$ cat src/rtl/conv_window_gen.sv
// Stride-2 4x4 window generator: 3 line buffers plus a 3-column shift register, and the live pixel forms the newest row/column.
// Window is registered 1 clock after the completing pixel is accepted; there is no backpressure, and idle cycles freeze all state.
module conv_window_gen #(
    parameter int IMG_W = 16,
    parameter int IMG_H = 16
) (
    input  logic                     clk,
    input  logic                     reset,
    input  logic                     in_valid,
    input  logic                     in_sof,
    input  logic [7:0]               in_pixel,
    output logic [127:0]             image_4x4,
    output logic                     image_valid,
    output logic [$clog2(IMG_H)-1:0] win_row,
    output logic [$clog2(IMG_W)-1:0] win_col,
    output logic                     frame_done
);
    localparam int RW = $clog2(IMG_H);
    localparam int CW = $clog2(IMG_W);
    localparam logic [RW-1:0] R_LAST  = RW'(IMG_H - 1);
    localparam logic [CW-1:0] C_LAST  = CW'(IMG_W - 1);
    localparam logic [RW-1:0] R_THREE = RW'(3);
    localparam logic [CW-1:0] C_THREE = CW'(3);

    logic [RW-1:0]  r_row;
    logic [CW-1:0]  r_col;
    logic [7:0]     r_lb0 [IMG_W];
    logic [7:0]     r_lb1 [IMG_W];
    logic [7:0]     r_lb2 [IMG_W];
    logic [7:0]     r_sh  [4][3];
    logic [127:0]   r_img;
    logic           r_img_vld;
    logic [RW-1:0]  r_win_row;
    logic [CW-1:0]  r_win_col;
    logic           r_frame_done;

    logic [RW-1:0]  w_r;
    logic [CW-1:0]  w_c;
    logic [RW-1:0]  w_r_off;
    logic [CW-1:0]  w_c_off;
    logic [7:0]     w_new [4];
    logic           w_emit;
    logic           w_last;
    logic [127:0]   w_win;

    // in_sof relocates the accepted pixel to (0,0); everything below uses the effective position.
    always_comb begin
        w_r      = in_sof ? '0 : r_row;
        w_c      = in_sof ? '0 : r_col;
        w_new[0] = r_lb0[w_c];
        w_new[1] = r_lb1[w_c];
        w_new[2] = r_lb2[w_c];
        w_new[3] = in_pixel;
        w_emit   = in_valid && (w_r >= R_THREE) && (w_c >= C_THREE) && w_r[0] && w_c[0];
        w_last   = in_valid && (w_r == R_LAST) && (w_c == C_LAST);
        w_r_off  = w_r - R_THREE;
        w_c_off  = w_c - C_THREE;
        w_win    = '0;
        for (int i = 0; i < 4; i++) begin
            for (int j = 0; j < 3; j++) begin
                w_win[8*(4*i+j) +: 8] = r_sh[i][j];
            end
            w_win[8*(4*i+3) +: 8] = w_new[i];
        end
    end

    // Line buffers hold rows r-3..r-1; stale contents are masked by the row gate on emission.
    always_ff @(posedge clk) begin
        if (in_valid) begin
            r_lb0[w_c] <= r_lb1[w_c];
            r_lb1[w_c] <= r_lb2[w_c];
            r_lb2[w_c] <= in_pixel;
        end
    end

    always_ff @(posedge clk or posedge reset) begin
        if (reset) begin
            r_row        <= '0;
            r_col        <= '0;
            r_img        <= '0;
            r_img_vld    <= 1'b0;
            r_win_row    <= '0;
            r_win_col    <= '0;
            r_frame_done <= 1'b0;
            for (int i = 0; i < 4; i++) begin
                for (int j = 0; j < 3; j++) begin
                    r_sh[i][j] <= '0;
                end
            end
        end else begin
            r_img_vld    <= 1'b0;
            r_frame_done <= w_last;
            if (in_valid) begin
                if (w_c == C_LAST) begin
                    r_col <= '0;
                    r_row <= (w_r == R_LAST) ? '0 : w_r + RW'(1);
                end else begin
                    r_col <= w_c + CW'(1);
                    r_row <= w_r;
                end
                for (int i = 0; i < 4; i++) begin
                    r_sh[i][0] <= r_sh[i][1];
                    r_sh[i][1] <= r_sh[i][2];
                    r_sh[i][2] <= w_new[i];
                end
                if (w_emit) begin
                    r_img     <= w_win;
                    r_img_vld <= 1'b1;
                    r_win_row <= {1'b0, w_r_off[RW-1:1]};
                    r_win_col <= {1'b0, w_c_off[CW-1:1]};
                end
            end
        end
    end

    assign image_4x4   = r_img;
    assign image_valid = r_img_vld;
    assign win_row     = r_win_row;
    assign win_col     = r_win_col;
    assign frame_done  = r_frame_done;
endmodule

$ cat config.mk
export PLATFORM = sky130hd
export DESIGN_NAME = conv_window_gen
export DESIGN_NICKNAME = d
export VERILOG_FILES = /design/src/rtl/conv_window_gen.sv
export SDC_FILE = /design/constraint.sdc
export NUM_CORES = 1
export LEC_CHECK = 0
export BUFFER_PORTS_ARGS = -buffer_cell sky130_fd_sc_hd__buf_2
export CORE_MARGIN = 5
export CORE_UTILIZATION = 44
export DETAILED_ROUTE_END_ITERATION = 6
export GPL_ROUTABILITY_DRIVEN = 0
export PLACE_DENSITY_LB_ADDON = 0.08
export SETUP_SLACK_MARGIN = 0.1
export SLEW_MARGIN = 40
export SYNTH_ARGS = -nofsm -noshare
export SYNTH_HDL_FRONTEND = slang
export SYNTH_SLANG_ARGS = --single-unit
$ cat constraint.sdc
create_clock -name clk -period 21.5 [get_ports clk]
set_input_delay 2.15 -clock clk [delete_from_list [all_inputs] [get_ports clk]]
set_output_delay 2.15 -clock clk [all_outputs]
set_load 0.1 [all_outputs]
# Word-level counts from Yosys, hierarchy flattened
# Memory sizes are Yosys's and may differ from the RTL's.
# Cells that the tools add are included.
# totals
reg_bits	240
inputBits	12
ramBits	384
memories	3
# mem_list
memory	words	word_bits	rd	rd_ports_with_merged_regs	wr	line	rtl
r_lb0	16	8	1	0	1	27	logic [7:0] r_lb0 [IMG_W];
r_lb1	16	8	1	0	1	28	logic [7:0] r_lb1 [IMG_W];
r_lb2	16	8	1	0	1	29	logic [7:0] r_lb2 [IMG_W];
# op_classes
reduce_logical	7
n_eq_ne	2
n_addsub	4
mux	9
magnitude_cmp	2
# op_table
operator	count
$mux W4	5
$add A4 B1 Y4 const B	2
$eq A4 B4 Y1 const B	2
$ge A4 B2 Y1 const B	2
$sub A4 B2 Y4 const B	2
$logic_and A1 B1 Y1	6
$mux W1	4
$reduce_and A2 Y1	1

# Logic depth before layout (Yosys ltp)
# Gate-level depths: netlist (run 1).
# logic_depth
word_depth	8
ltp_mapped	12
ltp_nobuf	7

# Worst setup path before layout (run 1)
# OpenSTA, ideal clock, no wires.
# synth_timing
path_type	input to register
from	input port in_sof
to	memory r_lb0[11][0] (enable)
t_required_ns	21.095
path_slack_ns	16.896
arrival_time_ns	4.200
stages	7
setup_ns	0.405
cell_sequence	buf_6 nor2b_4 buf_4 buf_2 ha_1 nand2_1 nor2_1
# synth_via
elab_chain_len	1
# synth_rtl
element	line	rtl
from (decl)	10	input logic in_sof,
$mux W4	49	w_c = in_sof ? '0 : r_col;
to (decl)	27	
# Every way passes these cells.

==> results.sh, run 1 <==
export IMPL_path_max_fanout=54
export IMPL_grt_pass1_wl_microns=85400
export IMPL_path_cells="buf_4, clkinv_2, buf_4, a221oi_1, a211oi_1, nor4_2, inv_1"
export IMPL_min_period_ns=4.87
export IMPL_cts_buffer_depth=3
export IMPL_synth_cells=1442
export IMPL_async_flop_share_pct=38.5
export IMPL_avgViaCountPerCell=5.59
export IMPL_cp_common_cell="buf_4"
export IMPL_slowest_stage="dfrtp_4"
export IMPL_cts_resized_gates=0
export IMPL_ys_seq_elements=624
export IMPL_period_share_pct=22.6
export IMPL_synth_edff_count=384
export IMPL_min_path_type="flip-flop to flip-flop"
export IMPL_hold_violations=0
export IMPL_num_io_pins=150
export IMPL_overflow=0
export IMPL_track_usage_pct=18.6
export IMPL_numClockSinks=624
export IMPL_startpoint_type="flip-flop"
export IMPL_cts_tree="built"
export IMPL_post_place_cells=2222
export IMPL_synth_area_per_cell_sq_um=16.7
export IMPL_cts_setup_buffers=0
export IMPL_p_sw_share_pct=24.2
export IMPL_fillers=4529
export IMPL_die_x_microns=244
export IMPL_slew_violations=0
export IMPL_pre_cts_ws_ns=16.21
export IMPL_h_tree_depth=3
export IMPL_clkPwrFrac_pct=39.8
export IMPL_cts_root_buf="clkbuf_16"
export IMPL_critPathKind="flip-flop to flip-flop"
export IMPL_nets=1612
export IMPL_first_iter_violations=1196
export IMPL_leakage_uw=0.0112
export IMPL_antenna_found_initial=0
export IMPL_setup_tns_ns=0
export IMPL_p_seq_share_pct=50.2
export IMPL_status="complete, no violations"
export IMPL_core_region_area_sq_mm=0.0540
export IMPL_slowest_delay_ns=0.92
export IMPL_numPortBuffers=147
export IMPL_ant_nets=0
export IMPL_clock_latency_ns=0.59
export IMPL_setup_ws_ns=16.63
export IMPL_critPathRequiredTime_ns=21.70
export IMPL_rows=85
export IMPL_p_comb_share_pct=10.1
export IMPL_ys_seq_area_share_pct=72.7
export IMPL_num_vias=13100
export IMPL_rsz0062_at_grt="no"
export IMPL_grt_pass1_vias=13000
export IMPL_dieArea_sq_mm=0.0596
export IMPL_synth_top_area_cell="edfxtp_1"
export IMPL_synth_area_sq_mm=0.0241
export IMPL_num_antenna_cells=0
export IMPL_grt_max_degree=99
export IMPL_synthTopCellsByArea="edfxtp_1, dfrtp_1, mux2_2, mux2i_1, a221oi_1"
export IMPL_path_clk_slew_ns=0.06
export IMPL_routed_wirelength_microns=56000
export IMPL_crit_family="buffers and inverters"
export IMPL_drive_gt1_share_pct=29.3
export IMPL_areaGrowthSynthToFinish_pct=15.3
export IMPL_layout_commonest_cell="edfxtp_1"
export IMPL_yosysUniqueCellTypes=46
export IMPL_slew_headroom_pct=44.2
export IMPL_fin_worst_skew_ns=0.0171
export IMPL_most_common_layout_cells="edfxtp_1, dfrtp_1, buf_2"
export IMPL_tightest_slew_ns=0.831
export IMPL_postCtsHoldBufs=0
export IMPL_final_setup_viol_count=0
export IMPL_setup_worst_path_end_class="flip-flop"
export IMPL_fin_cells=2339
export IMPL_fmax_ghz=0.205
export IMPL_cap_violations=0
export IMPL_p_int_uw=2160
export IMPL_synth_flop_cell="edfxtp_1"
export IMPL_fin_util_pct=51.4
export IMPL_drc=0
export IMPL_post_drt_wl_per_cell_microns=23.9
export IMPL_die_height_microns=244
export IMPL_p_sw_uw=689
export IMPL_synth_top_area_share_pct=47.8
export IMPL_dpl_hpwl_microns=33300
export IMPL_drt_pass1_iter_count=5
export IMPL_crit_buf_inv=4
export IMPL_ys_warn_count=0
export IMPL_p_per_area_mw_per_mm2=103
export IMPL_arrival_ns=5.07
export IMPL_start_util_pct=44.6
export IMPL_peakVddDrop_uv=49.3
export IMPL_cts_buffers=66
[flip-flops by register name, indices dropped and copies added, names as in the netlist]
signal	cells
r_lb1	128
win_col	3
image_4x4	128
image_valid	1
r_sh	96
r_lb2	128
r_col	4
frame_done	1
r_row	4
r_lb0	128
win_row	3
[worst reg2reg max path: stages (launching register included)]
cell and delay [ns]:
dfrtp_4 0.92, buf_4 0.66, clkinv_2 0.58, buf_4 0.50, a221oi_1 0.43, a211oi_1 0.14, nor4_2 0.80, inv_1 0.47
[worst paths after layout]
kind / to / slack, ns / from / depth (start not counted)
worst min-delay path: image_4x4[15] / 0.48 / image_4x4[15] / 1
worst max register to register: r_lb0[0][2] / 16.63 / r_col[0] / 7
max in group asynchronous: r_sh[60] / 18.58 / reset / 3
worst max-delay path: r_lb0[0][2] / 16.63 / r_col[0] / 7
worst min register to register: image_4x4[15] / 0.48 / image_4x4[15] / 1
min in group asynchronous: image_4x4[103] / 1.67 / reset / 2
[through the flow]
step / power [uW] / hold slack, ns / cell area (sq um)
final: 2850 / 0.482 / 27800
after global routing: 2970 / 0.494 / 27800
after CTS: 2880 / 0.488 / 27800
after detailed placement: 1740 / 0.470 / 25600
after global placement: 1730 / 0.466 / 25500
after floorplan: 1630 / 0.454 / 24100
[cell type report]
| class | instances | area, sq um | area share [%] |
|---|---|---|---|
| inverter | 23 | 95.1 | 0.342 |
| multi-input combinational | 700 | 6060 | 21.8 |
| timing repair buffer | 180 | 1050 | 3.80 |
| sequential | 624 | 17500 | 63.1 |
| clock inverter | 28 | 254 | 0.914 |
| tap | 696 | 871 | 3.13 |
| clock buffer | 88 | 1910 | 6.88 |
[cell usage after synthesis, types with 2 or more instances]
cell type,number
dfrtp_1,240
a21oi_1,27
nor2_1,46
edfxtp_1,384
a211oi_1,72
buf_2,37
o22ai_1,3
o21ai_1,21
ha_1,5
mux2i_1,120
and3_1,2
inv_1,20
nand2_1,62
buf_4,10
o21ai_0,11
nand3_1,2
and2_1,2
xor2_1,3
o221ai_2,10
inv_2,3
xnor2_1,2
buf_6,6
mux2_2,145
o221ai_1,14
a21o_1,2
clkbuf_1,43
nor2b_1,4
nor4_2,24
nand2_2,2
a221oi_1,72
mux2_1,33
[routing by layer]
metal | global-route usage [%] | vias up | share of wire [%]
met1 | 29.6 | 6788 | 50
met4 | 5.06 | 0 | 1.6
met3 | 2.99 | 65 | 5.3
met5 | 0 | - | 0
li1 | - | 5892 | -
met2 | 26.7 | 334 | 44
[power groups by stage]
stage / registers (uW) / clock network (uW) / logic [uW]
floorplan: 1430 / 0 / 203
global placement: 1460 / 0 / 274
detailed placement: 1460 / 0 / 282
CTS: 1430 / 1160 / 283
global route: 1440 / 1220 / 313
finish: 1430 / 1130 / 287
[logic make-up (layout without fill, tap and decap cells)]
group / Yosys count / in the layout / share of synthesized area, %
mux: 298 / 298 / 13.3
buf+inv: 119 / 319 / 2.39
compound gates: 240 / 240 / 7.68
other cells: 1 / 2 / 0.0156
xor+xnor: 5 / 5 / 0.182
fa+ha+maj: 5 / 5 / 0.260
flops: 624 / 624 / 72.7
simple gates: 150 / 150 / 3.43
(Power assumes the default switching activity.)
==> run 2: changes to the inputs <==
==> constraint.sdc (replaced) <==
create_clock -name clk -period 4.4 [get_ports clk]
set_input_delay 0.44 -clock clk [delete_from_list [all_inputs] [get_ports clk]]
set_output_delay 0.44 -clock clk [all_outputs]
set_load 0.1 [all_outputs]
==> run 2 against run 1 <==
Against the previous run: worst hold slack got worse by 0.19 ns; global-route usage increased by 1.2 points; largest power group unchanged; non-clock buffer count increased by 18; final area is 0.82% higher; first-iteration DRC count is 21% lower; clock power grew to 4.9 times the previous value; worst setup slack lost 15 ns.
==> results.sh, run 2 (synthesis gave the netlist of run 1 again) <==
export IMPL_first_iter_violations=943
export IMPL_critPathRequiredTime_ns=4.62
export IMPL_start_util_pct=44.6
export IMPL_grt_pass1_vias=13200
export IMPL_reg2reg_depth=7
export IMPL_post_place_cells=2240
export IMPL_p_seq_share_pct=50.0
export IMPL_min_to="r_lb2[1][6]"
export IMPL_dpl_hpwl_microns=35100
export IMPL_cts_tree="built"
export IMPL_final_setup_viol_count=0
export IMPL_startpoint_type="flip-flop"
export IMPL_cap_violations=0
export IMPL_crit_family="simple AND/OR/NAND/NOR gates"
export IMPL_rrSetupSlack_ns=1.21
export IMPL_min_period_ns=3.19
export IMPL_multiInputGateArea_sq_mm=0.00607
export IMPL_cts_buffers=68
export IMPL_post_drt_wl_per_cell_microns=25.1
export IMPL_rows=85
export IMPL_cts_buffer_depth=3
export IMPL_fin_worst_skew_ns=0.0205
export IMPL_tightest_slew_ns=0.805
export IMPL_path_clk_slew_ns=0.06
export IMPL_reg2reg_from="r_col[0]"
export IMPL_slew_headroom_pct=46.3
export IMPL_slew_violations=0
export IMPL_antenna_found_initial=1
export IMPL_core_region_area_sq_mm=0.0540
export IMPL_num_io_pins=150
export IMPL_p_sw_uw=3370
export IMPL_die_height_microns=244
export IMPL_grt_pass1_wl_microns=89300
export IMPL_h_tree_depth=3
export IMPL_setup_worst_path_end_class="flip-flop"
export IMPL_cts_root_buf="clkbuf_16"
export IMPL_num_antenna_cells=0
export IMPL_slowest_delay_ns=0.67
export IMPL_ant_nets=0
export IMPL_cts_resized_gates=0
export IMPL_track_usage_pct=19.8
export IMPL_numClockSinks=624
export IMPL_crit_buf_inv=3
export IMPL_cts_setup_buffers=0
export IMPL_fillers=4495
export IMPL_hp_start="in_pixel[6]"
export IMPL_num_vias=13300
export IMPL_dieArea_sq_mm=0.0596
export IMPL_min_path_type="primary input to flip-flop"
export IMPL_critPathKind="flip-flop to flip-flop"
export IMPL_path_cells="nor2b_4, inv_2, buf_4, mux2i_1, o221ai_2, nor4_2, inv_1"
export IMPL_drive_gt1_share_pct=30.1
export IMPL_routed_wirelength_microns=59400
export IMPL_p_per_area_mw_per_mm2=500
export IMPL_drc=0
export IMPL_fmax_ghz=0.314
export IMPL_p_comb_share_pct=10.1
export IMPL_worst_r2r_endpoint="r_lb1[5][7]"
export IMPL_final_cell_area_sq_mm=0.0280
export IMPL_p_int_uw=10600
export IMPL_most_common_layout_cells="edfxtp_1, dfrtp_1, buf_2"
export IMPL_setup_tns_ns=0
export IMPL_clock_latency_ns=0.59
export IMPL_overflow=0
export IMPL_numPortBuffers=147
export IMPL_layout_commonest_cell="edfxtp_1"
export IMPL_leakage_uw=0.0114
export IMPL_peakVddDrop_uv=261
export IMPL_min_path_cells=1
export IMPL_postCtsHoldBufs=1
export IMPL_status="complete, no violations"
export IMPL_die_x_microns=244
export IMPL_clkPwrFrac_pct=39.9
export IMPL_ff_latch_area_sq_mm=0.0175
export IMPL_slowest_stage="nor2b_4"
export IMPL_grt_max_degree=107
export IMPL_areaGrowthSynthToFinish_pct=16.2
export IMPL_dpl_instance_area_sq_mm=0.0258
export IMPL_path_max_fanout=27
export IMPL_rsz0062_at_grt="no"
export IMPL_p_sw_share_pct=24.0
export IMPL_arrival_ns=3.40
export IMPL_period_share_pct=72.5
export IMPL_avgViaCountPerCell=5.61
export IMPL_nets=1632
export IMPL_fin_cells=2362
export IMPL_hold_violations=0
export IMPL_drt_pass1_iter_count=5
run 2: final cells by class:
type / instances / area share [%]
Multi-Input combinational cell: 700 / 21.7
Inverter: 23 / 0.322
Timing Repair Buffer: 198 / 4.44
Clock inverter: 23 / 0.866
Sequential cell: 624 / 62.6
Tap cell: 696 / 3.11
Clock buffer: 98 / 6.99
run 2: stage by stage:
step / utilization (%) / power (uW) / hold slack [ns] / setup slack [ns]
2_1_floorplan: - / 7980 / 0.454 / 0.812
3_3_place_gp: 47.7 / 8490 / 0.385 / 0.776
3_5_place_dp: 47.7 / 8540 / 0.391 / 0.732
4_1_cts: 51.8 / 14200 / 0.246 / 0.965
5_1_grt: 51.9 / 14600 / 0.263 / 1.00
6_report: 51.9 / 14000 / 0.288 / 1.21
run 2: worst max path at each step:
stage,slack (ns),depth (start not counted),to,start
6_report,1.21,7,r_lb1[5][7],r_col[0]
5_1_grt,1.00,7,r_lb0[14][1],r_col[0]
4_1_cts,0.97,7,r_lb0[4][4],r_col[0]
3_5_place_dp,0.73,8,r_lb0[1][4],in_sof
3_3_place_gp,0.78,8,r_lb0[1][4],in_sof
2_1_floorplan,0.81,1,frame_done,reset
run 2: power by group through the flow:
stage | Sequential, uW | Clock [uW] | Combinational [uW]
2_1_floorplan | 6990 | 0 | 994
3_3_place_gp | 7090 | 0 | 1400
3_5_place_dp | 7110 | 0 | 1430
4_1_cts | 6990 | 5740 | 1440
5_1_grt | 7030 | 5990 | 1550
6_report | 7000 | 5580 | 1420
run 2: per-layer routing:
layer	up-vias	GRT usage, %	routed length, microns
met5	-	0	13
li1	5951	-	-
met1	6884	30.5	28900
met3	77	3.68	3380
met2	345	29.2	26100
met4	2	5.19	1050
==> run 3: changes to the inputs <==
==> constraint.sdc (replaced) <==
create_clock -name clk -period 3.05 [get_ports clk]
set_input_delay 0.305 -clock clk [delete_from_list [all_inputs] [get_ports clk]]
set_output_delay 0.305 -clock clk [all_outputs]
set_load 0.1 [all_outputs]
==> run 3 against run 2 <==
Against the previous run: via count grew 0.34%; critical path type unchanged; flip-flop and latch count unchanged; critical endpoint is now r_lb2[11][1]; maximum frequency is 13% higher; highest routed layer is now met4; sequential power grew 43%.
==> results.sh, run 3 (synthesis gave the netlist of run 1 again) <==
export IMPL_first_iter_violations=997
export IMPL_status="complete, no violations"
export IMPL_multiInputGateArea_sq_mm=0.00607
export IMPL_whs_ns=0.0602
export IMPL_drc=0
export IMPL_path_cells="nor2b_4, buf_12, buf_4, ha_2, nand2_1, nor2_2, buf_4"
export IMPL_overflow=0
export IMPL_p_per_area_mw_per_mm2=711
export IMPL_p_seq_share_pct=49.6
export IMPL_slowest_delay_ns=0.45
export IMPL_pre_cts_ws_ns=0.152
export IMPL_p_sw_uw=4930
export IMPL_clkPwrFrac_pct=39.2
export IMPL_setup_worst_path_end_class="flip-flop"
export IMPL_met2_usage_pct=29.4
export IMPL_min_period_ns=2.81
export IMPL_track_usage_pct=19.4
export IMPL_ant_nets=0
export IMPL_num_io_pins=150
export IMPL_nets=1680
export IMPL_areaGrowthSynthToFinish_pct=18.0
export IMPL_grt_pass1_wl_microns=88100
export IMPL_slowest_stage="dfrtp_4"
export IMPL_p_sw_share_pct=24.3
export IMPL_dieArea_sq_mm=0.0596
export IMPL_peakVddDrop_uv=393
export IMPL_crit_family="buffers and inverters"
export IMPL_setup_ws_ns=0.235
export IMPL_layout_commonest_cell="edfxtp_1"
export IMPL_grt_max_degree=66
export IMPL_avgViaCountPerCell=5.51
export IMPL_clock_latency_ns=0.59
export IMPL_slew_headroom_pct=47.5
export IMPL_cts_tree="built"
export IMPL_start_util_pct=44.6
export IMPL_critPathKind="flip-flop to flip-flop"
export IMPL_cts_buffers=69
export IMPL_die_height_microns=244
export IMPL_num_vias=13300
export IMPL_cp_common_cell="buf_4"
export IMPL_grt_busiest_layer="met1"
export IMPL_tightest_slew_ns=0.781
export IMPL_routed_wirelength_microns=58400
export IMPL_dpl_hpwl_microns=37000
export IMPL_numPortBuffers=147
export IMPL_fillers=4428
export IMPL_post_drt_wl_per_cell_microns=24.2
export IMPL_numClockSinks=624
export IMPL_setup_tns_ns=0
export IMPL_most_common_layout_cells="edfxtp_1, dfrtp_1, buf_2"
export IMPL_crit_buf_inv=3
export IMPL_leakage_uw=0.0116
export IMPL_path_max_fanout=38
export IMPL_total_power_uw=20200
export IMPL_core_region_area_sq_mm=0.0540
export IMPL_drt_pass1_iter_count=5
export IMPL_min_path_type="primary input to flip-flop"
export IMPL_h_tree_depth=3
export IMPL_drive_gt1_share_pct=31.8
export IMPL_slew_violations=0
export IMPL_hold_violations=0
export IMPL_final_setup_viol_count=0
export IMPL_cts_root_buf="clkbuf_16"
export IMPL_antenna_found_initial=0
export IMPL_critPathRequiredTime_ns=3.30
export IMPL_period_share_pct=92.3
export IMPL_grtUsageMet3_pct=3.29
export IMPL_grt_pass1_vias=13400
export IMPL_startpoint_type="flip-flop"
export IMPL_cap_violations=0
export IMPL_die_x_microns=244
export IMPL_ff_latch_area_sq_mm=0.0175
export IMPL_rows=85
export IMPL_arrival_ns=3.06
export IMPL_cts_buffer_depth=3
export IMPL_met1_usage_pct=29.5
export IMPL_p_int_uw=15300
export IMPL_fmax_ghz=0.355
export IMPL_p_comb_share_pct=11.2
export IMPL_fin_worst_skew_ns=0.0196
export IMPL_path_clk_slew_ns=0.06
export IMPL_rsz0062_at_grt="no"
export IMPL_fin_util_pct=52.7
run 3: cell count changes in the layout (fill, tap and decap cells not counted), moves of 2 or more:
cell,change
inv_4,-2
clkbuf_1,+7
buf_6,-2
inv_6,+2
bufinv_16,-2
clkbuf_16,+2
buf_4,+39
clkbuf_8,-5
buf_12,+10
run 3: layer usage:
metal | vias up | part of all wire [%]
met2 | 320 | 46
met5 | - | 0
li1 | 6051 | -
met3 | 63 | 4.5
met1 | 6870 | 48
met4 | 0 | 1.7
run 3: worst paths after layout:
| check | cells past startpoint | to | start | slack [ns] |
|---|---|---|---|---|
| worst max-delay path | 7 | r_lb2[11][1] | r_col[0] | 0.24 |
| worst min register to register | 1 | image_4x4[37] | r_sh[69] | 0.47 |
| max in group asynchronous | 6 | r_col[1] | reset | 2.03 |
| worst min-delay path | 2 | r_col[3] | in_sof | 0.06 |
| min in group asynchronous | 4 | image_4x4[69] | reset | 0.32 |
| worst max register to register | 7 | r_lb2[11][1] | r_col[0] | 0.24 |
run 3: final cells by class:
class | instances | share of cell area, %
diodes | 1 | 0.00879
clock buffers | 102 | 6.91
clock inverters | 23 | 0.717
inverters | 23 | 0.317
multi-input cells | 700 | 21.3
flip-flops and latches | 624 | 61.7
well taps | 696 | 3.06
repair buffers | 245 | 6.02
run 3: through the flow:
stage	cell area, sq um	std cells
floorplan	24100	1443
global placement	26200	2285
detailed placement	26300	2287
CTS	28500	2413
global route	28500	2413
finish	28500	2414
run 3: power by group through the flow:
stage                     Combinational [uW]  Sequential, uW  Clock [uW]
final                                   2270           10000        7940
after global routing                    2450           10100        8490
after CTS                               2290           10000        8130
after detailed placement                2280           10200           0
after global placement                  2220           10200           0
after floorplan                         1440           10100           0
run 3: what timing repair did:
action,in CTS,in global routing
setup buffers,0,0
resized for setup,0,2
hold endpoints to repair,98,0
hold buffers,1,0
setup endpoints to repair,0,74
